File: src/rtl/ctrl_unit_mc_pkg.sv
// Shared encodings for the multicycle MIPS-subset control unit:
// state codes, opcode/funct values and datapath mux selections.
package ctrl_unit_mc_pkg;

  typedef enum logic [3:0] {
    S_RESET    = 4'd0,
    S_FETCH    = 4'd1,
    S_DECODE   = 4'd2,
    S_EXEC_R   = 4'd3,
    S_EXEC_I   = 4'd4,
    S_WB_R     = 4'd5,
    S_WB_I     = 4'd6,
    S_MEM_ADDR = 4'd7,
    S_MEM_RD   = 4'd8,
    S_MEM_WR   = 4'd9,
    S_WB_LD    = 4'd10,
    S_BRANCH   = 4'd11,
    S_JUMP     = 4'd12,
    S_OVF      = 4'd13
  } state_t;

  localparam logic [5:0] OP_RTYPE = 6'b000000;
  localparam logic [5:0] OP_ADDI  = 6'b001000;
  localparam logic [5:0] OP_LW    = 6'b100011;
  localparam logic [5:0] OP_SW    = 6'b101011;
  localparam logic [5:0] OP_BEQ   = 6'b000100;
  localparam logic [5:0] OP_BNE   = 6'b000101;
  localparam logic [5:0] OP_J     = 6'b000010;
  localparam logic [5:0] OP_RST   = 6'b111111;

  localparam logic [5:0] FN_ADD = 6'b100000;
  localparam logic [5:0] FN_SUB = 6'b100010;
  localparam logic [5:0] FN_AND = 6'b100100;

  localparam logic [2:0] ALU_PASS = 3'b000;
  localparam logic [2:0] ALU_ADD  = 3'b001;
  localparam logic [2:0] ALU_SUB  = 3'b010;
  localparam logic [2:0] ALU_AND  = 3'b011;

  localparam logic [2:0] PCS_ALU = 3'b000;
  localparam logic [2:0] PCS_OUT = 3'b001;
  localparam logic [2:0] PCS_JMP = 3'b010;
  localparam logic [2:0] PCS_EXC = 3'b100;

  localparam logic [2:0] IORD_PC  = 3'b000;
  localparam logic [2:0] IORD_ALU = 3'b001;

  localparam logic [1:0] SRCA_PC  = 2'b00;
  localparam logic [1:0] SRCA_A   = 2'b01;
  localparam logic [1:0] SRCB_B   = 2'b00;
  localparam logic [1:0] SRCB_4   = 2'b01;
  localparam logic [1:0] SRCB_IMM = 2'b10;
  localparam logic [1:0] SRCB_BRA = 2'b11;

  localparam logic [3:0] DS_ALUOUT = 4'b0000;
  localparam logic [3:0] DS_MDR    = 4'b0001;

  function automatic logic [2:0] r_alu(input logic [5:0] fn);
    unique case (fn)
      FN_ADD:  r_alu = ALU_ADD;
      FN_SUB:  r_alu = ALU_SUB;
      FN_AND:  r_alu = ALU_AND;
      default: r_alu = ALU_PASS;
    endcase
  endfunction

endpackage

File: src/rtl/ctrl_unit_mc_wait_cnt.sv
// Memory wait-state counter; done marks the last cycle of an access.
// Shared by instruction fetch, load and store.
module ctrl_wait_cnt
  import ctrl_unit_mc_pkg::*;
#(
  parameter int MEM_WAIT = 2
) (
  input  logic clk,
  input  logic reset,
  input  logic clr,
  input  logic en,
  output logic done
);

  localparam logic [2:0] WMAX = 3'(MEM_WAIT);

  logic [2:0] cnt;

  assign done = (cnt == WMAX);

  always_ff @(posedge clk or negedge reset) begin
    if (!reset) begin
      cnt <= 3'd0;
    end else if (clr) begin
      cnt <= 3'd0;
    end else if (en && !done) begin
      cnt <= cnt + 3'd1;
    end
  end

endmodule

File: src/rtl/ctrl_unit_mc.sv
// Multicycle control FSM for the MIPS-subset datapath.
// Outputs decode from the state register; illegal is a registered pulse.
module ctrl_unit_mc
  import ctrl_unit_mc_pkg::*;
#(
  parameter int MEM_WAIT = 2,
  parameter int OVF_TRAP = 1
) (
  input  logic       clk,
  input  logic       reset,
  input  logic [5:0] OPCODE,
  input  logic [5:0] FUNCT,
  input  logic       Eq,
  input  logic       Ofw,
  output logic       PC_Write,
  output logic [2:0] IorD,
  output logic       MEM_write_or_read,
  output logic       IR_Write,
  output logic       MDR_Write,
  output logic       AB_Write,
  output logic       RegWrite,
  output logic       EPC_Write,
  output logic [1:0] RegDst,
  output logic [1:0] ALUSrcA,
  output logic [1:0] ALUSrcB,
  output logic [2:0] ALUCtrl,
  output logic       ALUOutCtrl,
  output logic [2:0] PCSource,
  output logic [3:0] DataSrc,
  output logic       illegal,
  output logic       reset_out
);

  state_t state, state_nxt;
  logic   wdone;
  logic   ill_q;
  logic   is_r, is_i, is_mem, is_br, is_j, is_rst, dec_ill;
  logic   trap_en;

  assign is_r = (OPCODE == OP_RTYPE) &&
                (FUNCT == FN_ADD || FUNCT == FN_SUB ||
                 FUNCT == FN_AND);
  assign is_i   = (OPCODE == OP_ADDI);
  assign is_mem = (OPCODE == OP_LW) || (OPCODE == OP_SW);
  assign is_br  = (OPCODE == OP_BEQ) || (OPCODE == OP_BNE);
  assign is_j   = (OPCODE == OP_J);
  assign is_rst = (OPCODE == OP_RST);
  assign dec_ill = !(is_r || is_i || is_mem ||
                     is_br || is_j || is_rst);

  // AND never overflows, so it is never trapped
  assign trap_en = (OVF_TRAP != 0) && Ofw;

  ctrl_wait_cnt #(
    .MEM_WAIT(MEM_WAIT)
  ) u_wait (
    .clk  (clk),
    .reset(reset),
    .clr  (state_nxt != state),
    .en   (state == S_FETCH || state == S_MEM_RD ||
           state == S_MEM_WR),
    .done (wdone)
  );

  always_ff @(posedge clk or negedge reset) begin
    if (!reset) begin
      state <= S_RESET;
      ill_q <= 1'b0;
    end else begin
      state <= state_nxt;
      ill_q <= (state == S_DECODE) && dec_ill;
    end
  end

  always_comb begin
    state_nxt = state;
    unique case (state)
      S_RESET: state_nxt = S_FETCH;
      S_FETCH:
        if (wdone) state_nxt = S_DECODE;
      S_DECODE: begin
        unique case (1'b1)
          is_r:    state_nxt = S_EXEC_R;
          is_i:    state_nxt = S_EXEC_I;
          is_mem:  state_nxt = S_MEM_ADDR;
          is_br:   state_nxt = S_BRANCH;
          is_j:    state_nxt = S_JUMP;
          is_rst:  state_nxt = S_RESET;
          default: state_nxt = S_FETCH;
        endcase
      end
      S_EXEC_R:
        state_nxt = (trap_en && FUNCT != FN_AND) ?
                    S_OVF : S_WB_R;
      S_EXEC_I:
        state_nxt = trap_en ? S_OVF : S_WB_I;
      S_MEM_ADDR:
        state_nxt = (OPCODE == OP_LW) ?
                    S_MEM_RD : S_MEM_WR;
      S_MEM_RD:
        if (wdone) state_nxt = S_WB_LD;
      S_MEM_WR:
        if (wdone) state_nxt = S_FETCH;
      S_WB_R, S_WB_I, S_WB_LD,
      S_BRANCH, S_JUMP, S_OVF:
        state_nxt = S_FETCH;
      default: state_nxt = S_RESET;
    endcase
  end

  always_comb begin
    PC_Write          = 1'b0;
    IorD              = IORD_PC;
    MEM_write_or_read = 1'b0;
    IR_Write          = 1'b0;
    MDR_Write         = 1'b0;
    AB_Write          = 1'b0;
    RegWrite          = 1'b0;
    EPC_Write         = 1'b0;
    RegDst            = 2'b00;
    ALUSrcA           = SRCA_PC;
    ALUSrcB           = SRCB_B;
    ALUCtrl           = ALU_PASS;
    ALUOutCtrl        = 1'b0;
    PCSource          = PCS_ALU;
    DataSrc           = DS_ALUOUT;
    illegal           = ill_q;
    reset_out         = 1'b0;
    unique case (state)
      S_RESET: reset_out = 1'b1;
      S_FETCH: begin
        ALUSrcB = SRCB_4;
        ALUCtrl = ALU_ADD;
        PC_Write = wdone;
        IR_Write = wdone;
      end
      S_DECODE: begin
        AB_Write   = 1'b1;
        ALUOutCtrl = 1'b1;
        ALUSrcB    = SRCB_BRA;
        ALUCtrl    = ALU_ADD;
      end
      S_EXEC_R: begin
        ALUSrcA    = SRCA_A;
        ALUCtrl    = r_alu(FUNCT);
        ALUOutCtrl = 1'b1;
      end
      S_EXEC_I, S_MEM_ADDR: begin
        ALUSrcA    = SRCA_A;
        ALUSrcB    = SRCB_IMM;
        ALUCtrl    = ALU_ADD;
        ALUOutCtrl = 1'b1;
      end
      S_WB_R: begin
        RegDst   = 2'b01;
        RegWrite = 1'b1;
      end
      S_WB_I: RegWrite = 1'b1;
      S_MEM_RD: begin
        IorD      = IORD_ALU;
        MDR_Write = wdone;
      end
      S_WB_LD: begin
        DataSrc  = DS_MDR;
        RegWrite = 1'b1;
      end
      S_MEM_WR: begin
        IorD              = IORD_ALU;
        MEM_write_or_read = 1'b1;
      end
      S_BRANCH: begin
        ALUSrcA  = SRCA_A;
        ALUCtrl  = ALU_SUB;
        PCSource = PCS_OUT;
        PC_Write = (OPCODE == OP_BNE) ? !Eq : Eq;
      end
      S_JUMP: begin
        PCSource = PCS_JMP;
        PC_Write = 1'b1;
      end
      S_OVF: begin
        EPC_Write = 1'b1;
        PCSource  = PCS_EXC;
        PC_Write  = 1'b1;
      end
      default: reset_out = 1'b1;
    endcase
  end

endmodule

File: config.mk
export PLATFORM = sky130hd
export DESIGN_NAME = ctrl_unit_mc
export DESIGN_NICKNAME = d
export VERILOG_FILES = /design/src/rtl/ctrl_unit_mc_pkg.sv /design/src/rtl/ctrl_unit_mc_wait_cnt.sv /design/src/rtl/ctrl_unit_mc.sv
export SDC_FILE = /design/constraint.sdc
export NUM_CORES = 1
export LEC_CHECK = 0
export CELL_PAD_IN_SITES_DETAIL_PLACEMENT = 1
export CELL_PAD_IN_SITES_GLOBAL_PLACEMENT = 2
export CORE_MARGIN = 3
export CORE_UTILIZATION = 22
export CTS_BUF_LIST = sky130_fd_sc_hd__clkbuf_4
export DETAILED_ROUTE_END_ITERATION = 16
export GPL_TIMING_DRIVEN = 0
export HOLD_SLACK_MARGIN = 0.1
export PLACE_DENSITY_LB_ADDON = 0.1
export SLEW_MARGIN = 20
export SYNTH_ARGS = -nofsm -noshare
export SYNTH_HDL_FRONTEND = slang
export SYNTH_SLANG_ARGS = --single-unit
File: constraint.sdc
create_clock -name clk -period 2.2 [get_ports clk]
set_input_delay 0.44 -clock clk [delete_from_list [all_inputs] [get_ports clk]]
set_output_delay 0.44 -clock clk [all_outputs]
set_load 0.02 [all_outputs]
Yosys cells after proc, flatten, opt, wreduce, memory -nomap -nowiden
Index checks and enable logic that the tools add are counted.
{"block": "word_totals", "register_bits": 8, "input_bits": 16, "word_cells": 88}
{"block": "op_classes", "add_sub_neg": 1, "n_eq_ne": 26, "muxes": 28, "reduce_logical": 30}
{"operator": "6-bit == test, second input constant", "n": 6}
{"operator": "4-bit one-hot mux with 8 select lines", "n": 1}
{"operator": "4-bit == test, second input constant", "n": 6}
{"operator": "4-bit one-hot mux with 6 select lines", "n": 1}
{"operator": "4-bit two-way mux", "n": 5}
{"operator": "2-bit one-hot mux with 3 select lines", "n": 3}
{"operator": "4-bit by 3-bit == test with 1-bit output, second input constant", "n": 4}
{"operator": "1-bit two-way mux", "n": 14}
{"operator": "13-bit OR reduction", "n": 1}
{"operator": "6-bit by 3-bit == test with 1-bit output, second input constant", "n": 2}
{"operator": "4-bit OR reduction", "n": 3}
{"operator": "1-bit logical OR", "n": 11}
{"operator": "3-bit one-hot mux with 3 select lines", "n": 1}
{"operator": "4-bit by 2-bit == test with 1-bit output, second input constant", "n": 2}
{"operator": "7-bit OR reduction", "n": 1}
{"operator": "6-bit by 2-bit == test with 1-bit output, second input constant", "n": 1}
{"operator": "6-bit by 4-bit == test with 1-bit output, second input constant", "n": 1}
{"operator": "6-bit logical NOT", "n": 1}
{"operator": "3-bit two-way mux", "n": 2}
{"operator": "6-bit inequality test, second input constant", "n": 1}
{"operator": "2-bit OR reduction", "n": 3}
{"operator": "4-bit by 1-bit == test with 1-bit output, second input constant", "n": 1}
{"operator": "1-bit logical AND", "n": 4}
{"operator": "4-bit logical NOT", "n": 1}
{"operator": "other kinds (7)", "n": 9}

Logic depth before layout (Yosys ltp)
Gate-level depths: netlist (run 1).
{"block": "logic_depth", "depth_word": 11, "depth_mapped": 7, "mapped_depth_nobuf": 7}

By module
Synthesis (run 1) repeated with hierarchy kept, for this count alone.
{"block": "unflattened", "hier_cells": 153, "hier_area_um2": 1107.3}
{"module": "ctrl_unit_mc", "instances": 1, "cells_each": 135, "area_each_um2": 907.1}
{"module": "ctrl_wait_cnt", "instances": 1, "cells_each": 18, "area_each_um2": 200.2}

Least setup slack after synthesis (run 1)
Ideal clock, no wire load.
{"block": "synth_path", "kind": "input to output", "from": "input OPCODE[3]", "to": "output PC_Write", "arrival_ns": 1.673, "required_time_ns": 1.760, "setup_slack_ns": 0.087, "cell_stages": 5, "path_buffers": 0, "path_cell_list": "nor3_2 -> nand3_1 -> xnor2_1 -> a31oi_1 -> o32ai_1"}
{"block": "synth_between", "elab_chain_cells": 3}
{"item": "from (decl)", "line": "ctrl_unit_mc.sv:11", "source": "input logic [5:0] OPCODE,"}
{"item": "6-bit by 3-bit == test with 1-bit output", "line": "ctrl_unit_mc.sv:175", "source": "PC_Write = (OPCODE == OP_BNE) ? !Eq : Eq;"}
{"item": "1-bit two-way mux", "line": "ctrl_unit_mc.sv:175"}
{"item": "1-bit one-hot mux with 3 select lines", "line": "ctrl_unit_mc.sv:129", "source": "unique case (state)"}
{"item": "to (decl)", "line": "ctrl_unit_mc.sv:15", "source": "output logic PC_Write,"}
Every way passes these cells.

Worst setup path in the final report (run 1)
{"block": "layout_path", "from": "input OPCODE[2]", "to": "output PC_Write"}
Same word-level chain as after synthesis.

==> metrics.yaml, run 1 <==
global_route:
  track_usage_pct: 12.7
  grt_pass1_wl_mm: 5.32
  grt_max_degree: 11
  antenna_found_initial: 0
  gr-total-overflow: 0
  grt_pass1_vias: 1127
routing:
  dr.pass1.iters: 4
  wl_per_cell_um: 14.4
  drc: 0
  viasPerCell: 4.78
  first_iter_violations: 33
  totalWireLength_mm: 3.37
  vias: 1123
  drt.antenna.violating_nets: 0
placed_design:
  dpl.cell_count: 223
  gp_congestion: 0.774
  port_buffers: 36
  place_hpwl_mm: 2.68
critical_path:
  crit_required_ns: 1.76
  path_max_fanout: 5
  reg2reg_depth: 6
  crit_path_top_delay_cell: "dlygate4sd2_1"
  start_kind: "input pin"
  crit_arrival_ns: 1.73
  max_stage_delay_ns: 0.29
  end_kind: "output port"
  path_cells: "dlygate4sd2_1 > nor2b_4 > nand3_2 > xnor2_2 > a31oi_1 > o32ai_1 > buf_2"
  critical_path_class: "input pin to output port"
sta:
  fin_tns_setup_ns: 0
  grt_setup_unrepaired: "yes"
  setup_viol: 0
  hold_violations: 0
  finalCritPeriodShare_pct: 98.6
  fmax_mhz: 461
  fin_skew_ns: 0.00585
  slew_viol_final: 0
  min_period_ns: 2.17
pwr:
  power_density_nw_per_um2: 950
  leakagePower_nw: 0.757
  seqPwrFrac_pct: 15.2
  peakVddDrop_mv: 0.229
  clkPwrFrac_pct: 7.9
  switching_power_mw: 0.756
  p_total_mw: 1.47
  p_sw_share_pct: 51.4
  intPower_mw: 0.716
  pwr-share-comb_pct: 76.8
yosys:
  synthFlopType: "dfrtp_1"
  synth-edff-count: 0
  synth.cell_area_sq_um: 982
  yosysWarnings: 0
  yosysSeqAreaShare_pct: 20.4
  synth_cell_types: 46
  avgSynthCellArea_sq_um: 7.56
  synthCells: 130
  yosys_register_bits: 8
  synth-async-reset-ratio_pct: 100
floorplanning:
  rows: 23
  ios: 45
  die-area_sq_um: 5300
  core_area_sq_um: 4140
  start_util_pct: 23.7
  chipHeight_um: 72.8
  die_x_um: 72.8
outcome:
  outcome: "completed"
clock_tree:
  tritoncts: "yes"
  cts.sinks: 8
  max-clock-path-buffers: 2
  clkLatencyLatePin_ns: 0.26
  root_buffer: "clkbuf_4"
  clk_pin_slew_ns: 0.06
  cts_htree_levels: 1
  cts_buffers: 3
cells_and_area:
  nets: 205
  area_growth_pct: 57.8
  final_util_pct: 37.4
  drive_gt1_share_pct: 30.8
  fillers: 526
  stdcell_count: 235
  antenna_cells: 0
flow_run:
  max_cap_violations: 0
hold_path:
  hp-class: "input pin to async pin"
[synth_stat cells (4+ instances only)]
library cell / number / area [sq um]
nor3_1: 7 / 35.0
nand2_1: 12 / 45.0
dfrtp_1: 8 / 200
inv_1: 6 / 22.5
o21ai_0: 4 / 20.0
nand3_1: 8 / 40.0
nor2_1: 12 / 45.0
buf_4: 10 / 75.1
xnor2_1: 4 / 35.0
a21oi_1: 11 / 55.1
[layout by cell type (no fill, tap or decap), types with 5 or more instances in the layout]
master           synthesis  final
nor2_1                  12     11
clkdlybuf4s50_1          0      5
buf_4                   10     21
clkbuf_4                 0      5
a21oi_1                 11     10
nand3_1                  8      7
nand2_1                 12     11
conb_1                   1      8
dfrtp_1                  8      7
dlygate4sd2_1            0     16
inv_1                    6      5
nor3_1                   7      6
[cell type report]
cell class                      instances  area [sq um]  area share [%]
Multi-Input combinational cell        107           731            47.1
Buffer                                 16           121            7.83
Tap cell                               50          62.6            4.04
Inverter                                6          26.3            1.69
Clock buffer                            3          22.5            1.45
Sequential cell                         8           201            13.0
Timing Repair Buffer                   45           385            24.9
[power by group through the flow]
stage	sequential, mW	combinational (mW)	clock, mW
after detailed placement	0.233	1.10	0
final	0.224	1.13	0.117
after global placement	0.228	1.09	0
after floorplan	0.226	0.696	0
after global routing	0.228	1.23	0.131
after CTS	0.226	1.07	0.122
[sequential cells by signal (all words and copies together) (netlist names)]
signal,cells
illegal,1
state,4
u_wait.cnt,3
[final timing paths]
path	start	to	slack (ns)
worst max-delay path	OPCODE[2]	PC_Write	0.03
worst min-delay path	reset	illegal	0.46
worst max register to register	state[0]	u_wait.cnt[1]	0.41
worst min register to register	u_wait.cnt[0]	u_wait.cnt[0]	0.48
max in group asynchronous	reset	state[0]	1.43
min in group clk	u_wait.cnt[0]	u_wait.cnt[0]	0.48
[metrics by stage]
step | cell area, sq um | setup WS [ns] | hold slack [ns]
finish | 1550 | 0.0309 | 0.463
global route | 1550 | -0.0402 | 0.477
CTS | 1480 | -0.249 | 0.474
detailed placement | 1430 | -0.987 | 0.468
global placement | 1430 | -0.964 | 0.457
floorplan | 1010 | 0.0867 | 0.144
[timing repair]
item	CTS	global route
resized for setup	63	22
hold buffers	0	0
pin swaps	6	6
buffers inserted	3	6
endpoints found under the setup margin	20	13
[critical path, delay by kind of cell]
kind / cells / cell delay (ns)
xor gates and xnor gates: 1 / 0.17
AOI/OAI and AO/OA: 2 / 0.31
buffers and inverters: 2 / 0.50
and+or+nand+nor: 2 / 0.31
[layer usage]
layer / GRT usage [%] / vias to the layer above / wire length, um
li1: - / 562 / -
met1: 15.7 / 532 / 1480
met2: 22.1 / 25 / 1760
met3: 1.93 / 4 / 101
met4: 4.92 / 0 / 35
met5: 0 / - / 0
[kinds of logic (layout without fill, tap and decap cells)]
family / count (synthesis) / after routing / share of synthesized area [%]
compound gates: 33 / 33 / 25.6
xor+xnor: 5 / 5 / 4.46
fa+ha+maj: 2 / 2 / 2.55
buf+inv: 22 / 70 / 13.1
flops: 8 / 8 / 20.4
other cells: 1 / 8 / 0.382
simple gates: 59 / 59 / 33.5
No activity file was read; power rests on OpenSTA's default activity.
==> inputs of run 2 (changes only) <==
--- a/config.mk
+++ b/config.mk
@@ -5,6 +5,7 @@
 export SDC_FILE = /design/constraint.sdc
 export NUM_CORES = 1
 export LEC_CHECK = 0
+export CAP_MARGIN = 5
 export CELL_PAD_IN_SITES_DETAIL_PLACEMENT = 1
 export CELL_PAD_IN_SITES_GLOBAL_PLACEMENT = 2
 export CORE_MARGIN = 3
@@ -14,7 +15,6 @@
 export GPL_TIMING_DRIVEN = 0
 export HOLD_SLACK_MARGIN = 0.1
 export PLACE_DENSITY_LB_ADDON = 0.1
-export SLEW_MARGIN = 20
 export SYNTH_ARGS = -nofsm -noshare
 export SYNTH_HDL_FRONTEND = slang
 export SYNTH_SLANG_ARGS = --single-unit
==> results of run 2 <==
Final layout, timing and power as in run 1 (identical DEF).
==> inputs of run 3 (changes only) <==
--- a/config.mk
+++ b/config.mk
@@ -9,12 +9,12 @@
 export CELL_PAD_IN_SITES_DETAIL_PLACEMENT = 1
 export CELL_PAD_IN_SITES_GLOBAL_PLACEMENT = 2
 export CORE_MARGIN = 3
-export CORE_UTILIZATION = 22
+export CORE_UTILIZATION = 24
 export CTS_BUF_LIST = sky130_fd_sc_hd__clkbuf_4
 export DETAILED_ROUTE_END_ITERATION = 16
-export GPL_TIMING_DRIVEN = 0
 export HOLD_SLACK_MARGIN = 0.1
 export PLACE_DENSITY_LB_ADDON = 0.1
+export SETUP_SLACK_MARGIN = 0.05
 export SYNTH_ARGS = -nofsm -noshare
 export SYNTH_HDL_FRONTEND = slang
 export SYNTH_SLANG_ARGS = --single-unit
==> constraint.sdc (replaced) <==
create_clock -name clk -period 2.8 [get_ports clk]
set_input_delay 0.56 -clock clk [delete_from_list [all_inputs] [get_ports clk]]
set_output_delay 0.56 -clock clk [all_outputs]
set_load 0.02 [all_outputs]
==> run 3 against run 2 <==
  * Sequential power about the same
  * Cell count down 4.3%
  * First-iteration DRC count is 27% higher
  * Clock skew decreased by 0.0036 ns
  * Sequential cell count unchanged
  * Die area fell by 7.7%
  * Via count fell by 0.98%
  * Combinational power decreased by 29%
  * Largest power group unchanged
==> metrics.yaml, run 3 (synthesis gave the netlist of run 1 again) <==
floorplanning:
  rows: 22
  ios: 45
  start_util_pct: 25.9
  chipHeight_um: 70.0
  die_x_um: 70.0
  core_area_sq_um: 3800
  die-area_sq_um: 4900
sta:
  timing.final.ws_setup_ns: 0.179
  grt_setup_unrepaired: "no"
  fin_skew_ns: 0.00225
  slew_viol_final: 0
  fmax_mhz: 382
  setup_viol: 0
  hold_ws_ns: 0.487
  finalCritPeriodShare_pct: 93.6
  hold_violations: 0
  min_period_ns: 2.62
clock_tree:
  clk_pin_slew_ns: 0.06
  max-clock-path-buffers: 2
  cts.sinks: 8
  clkLatencyLatePin_ns: 0.25
  tritoncts: "yes"
  cts_htree_levels: 1
  cts_buffers: 3
  root_buffer: "clkbuf_4"
  ctsHoldBuffers: 0
  cts_setup_buffers: 0
routing:
  drt.antenna.violating_nets: 0
  first_iter_violations: 42
  wl_per_cell_um: 14.7
  dr.pass1.iters: 4
  drc: 0
  totalWireLength_mm: 3.30
  viasPerCell: 4.94
  vias: 1112
cells_and_area:
  area_growth_pct: 50.8
  layout_commonest_cell: "clkdlybuf4s50_1"
  drive_gt1_share_pct: 20.3
  fillers: 477
  top_register: "state"
  nets: 197
  postLayoutCellArea_sq_um: 1480
  stdcell_count: 225
  final_util_pct: 39.0
  final_cell_mix: "clkdlybuf4s50_1, buf_4, nand2_1, nor2_1, a21oi_1"
  antenna_cells: 0
  largest_register_ff_count: 4
pwr:
  pwr-share-comb_pct: 71.8
  clkPwrFrac_pct: 8.1
  peakVddDrop_mv: 0.191
  power_density_nw_per_um2: 758
  leakagePower_nw: 0.616
  seqPwrFrac_pct: 20.0
  p_sw_share_pct: 50.3
  intPower_mw: 0.558
  switching_power_mw: 0.565
global_route:
  track_usage_pct: 13.8
  gr-total-overflow: 0
  antenna_found_initial: 0
  grt_max_degree: 18
  grt_pass1_vias: 1176
  grt_pass1_wl_mm: 5.61
critical_path:
  max_stage_delay_ns: 0.44
  crit_required_ns: 2.24
  end_kind: "output port"
  path_max_fanout: 4
  start_kind: "input pin"
  path_cells: "clkdlybuf4s50_1 > nor4b_4 > buf_4 > a21oi_1 > nor3_1 > dlygate4sd2_1"
  regToRegSetupSlack_ns: 0.87
  critical_path_class: "input pin to output port"
  crit_path_top_delay_cell: "clkdlybuf4s50_1"
  crit_arrival_ns: 2.06
placed_design:
  place_hpwl_mm: 2.79
  gp_congestion: 0.767
  dp_slack_ns: -0.320
  place_area_sq_um: 1450
  dpl.cell_count: 222
  port_buffers: 36
hold_path:
  hp-class: "register to register"
flow_run:
  max_cap_violations: 0
outcome:
  outcome: "completed"
## run 3: layout make-up
type / instances / area [sq um] / area share, %
clock buffers: 3 / 22.5 / 1.52
flip-flops and latches: 8 / 204 / 13.8
repair buffers: 53 / 482 / 32.5
multi-input cells: 107 / 691 / 46.6
well taps: 48 / 60.1 / 4.05
inverters: 6 / 22.5 / 1.52
## run 3: repair_timing
action,CTS,global route
hold endpoints to repair,0,0
cloned,0,0
pin swaps,0,0
setup endpoints to repair,3,10
gates resized for setup,9,8
## run 3: power by group through the flow
stage / clock (mW) / combinational (mW) / sequential (mW)
floorplan: 0 / 0.547 / 0.177
global placement: 0 / 0.828 / 0.223
detailed placement: 0 / 0.836 / 0.226
CTS: 0.0958 / 0.828 / 0.223
global route: 0.102 / 0.890 / 0.234
finish: 0.0912 / 0.807 / 0.225
## run 3: critical path: cells and delay by family
family	cells	cell delay (ns)
AO/OA/AOI/OAI	1	0.06
AND/OR/NAND/NOR	2	0.46
buffers and inverters	3	0.97
## run 3: per-layer routing
metal / track usage [%] / up-vias / routed length [um]
met5: 0 / - / 0
met4: 1.91 / 0 / 17
met3: 2.73 / 2 / 95
met2: 26.2 / 27 / 1770
met1: 16.0 / 536 / 1420
li1: - / 547 / -
## run 3: worst paths after layout
| path | from | end | cells after the start |
|---|---|---|---|
| setup / recovery | FUNCT[0] | ALUCtrl[1] | 6 |
| hold / removal | u_wait.cnt[0] | u_wait.cnt[0] | 1 |
| setup reg to reg | state[0] | u_wait.cnt[0] | 6 |
| hold reg to reg | u_wait.cnt[0] | u_wait.cnt[0] | 1 |
| max in group asynchronous | reset | state[3] | 1 |
| min in group asynchronous | reset | illegal | 1 |
## run 3: stage by stage
step | TNS, ns | power, mW
6_report | 0 | 1.12
5_1_grt | 0 | 1.23
4_1_cts | 0 | 1.15
3_5_place_dp | -0.699 | 1.06
3_3_place_gp | -0.672 | 1.05
2_1_floorplan | 0 | 0.724
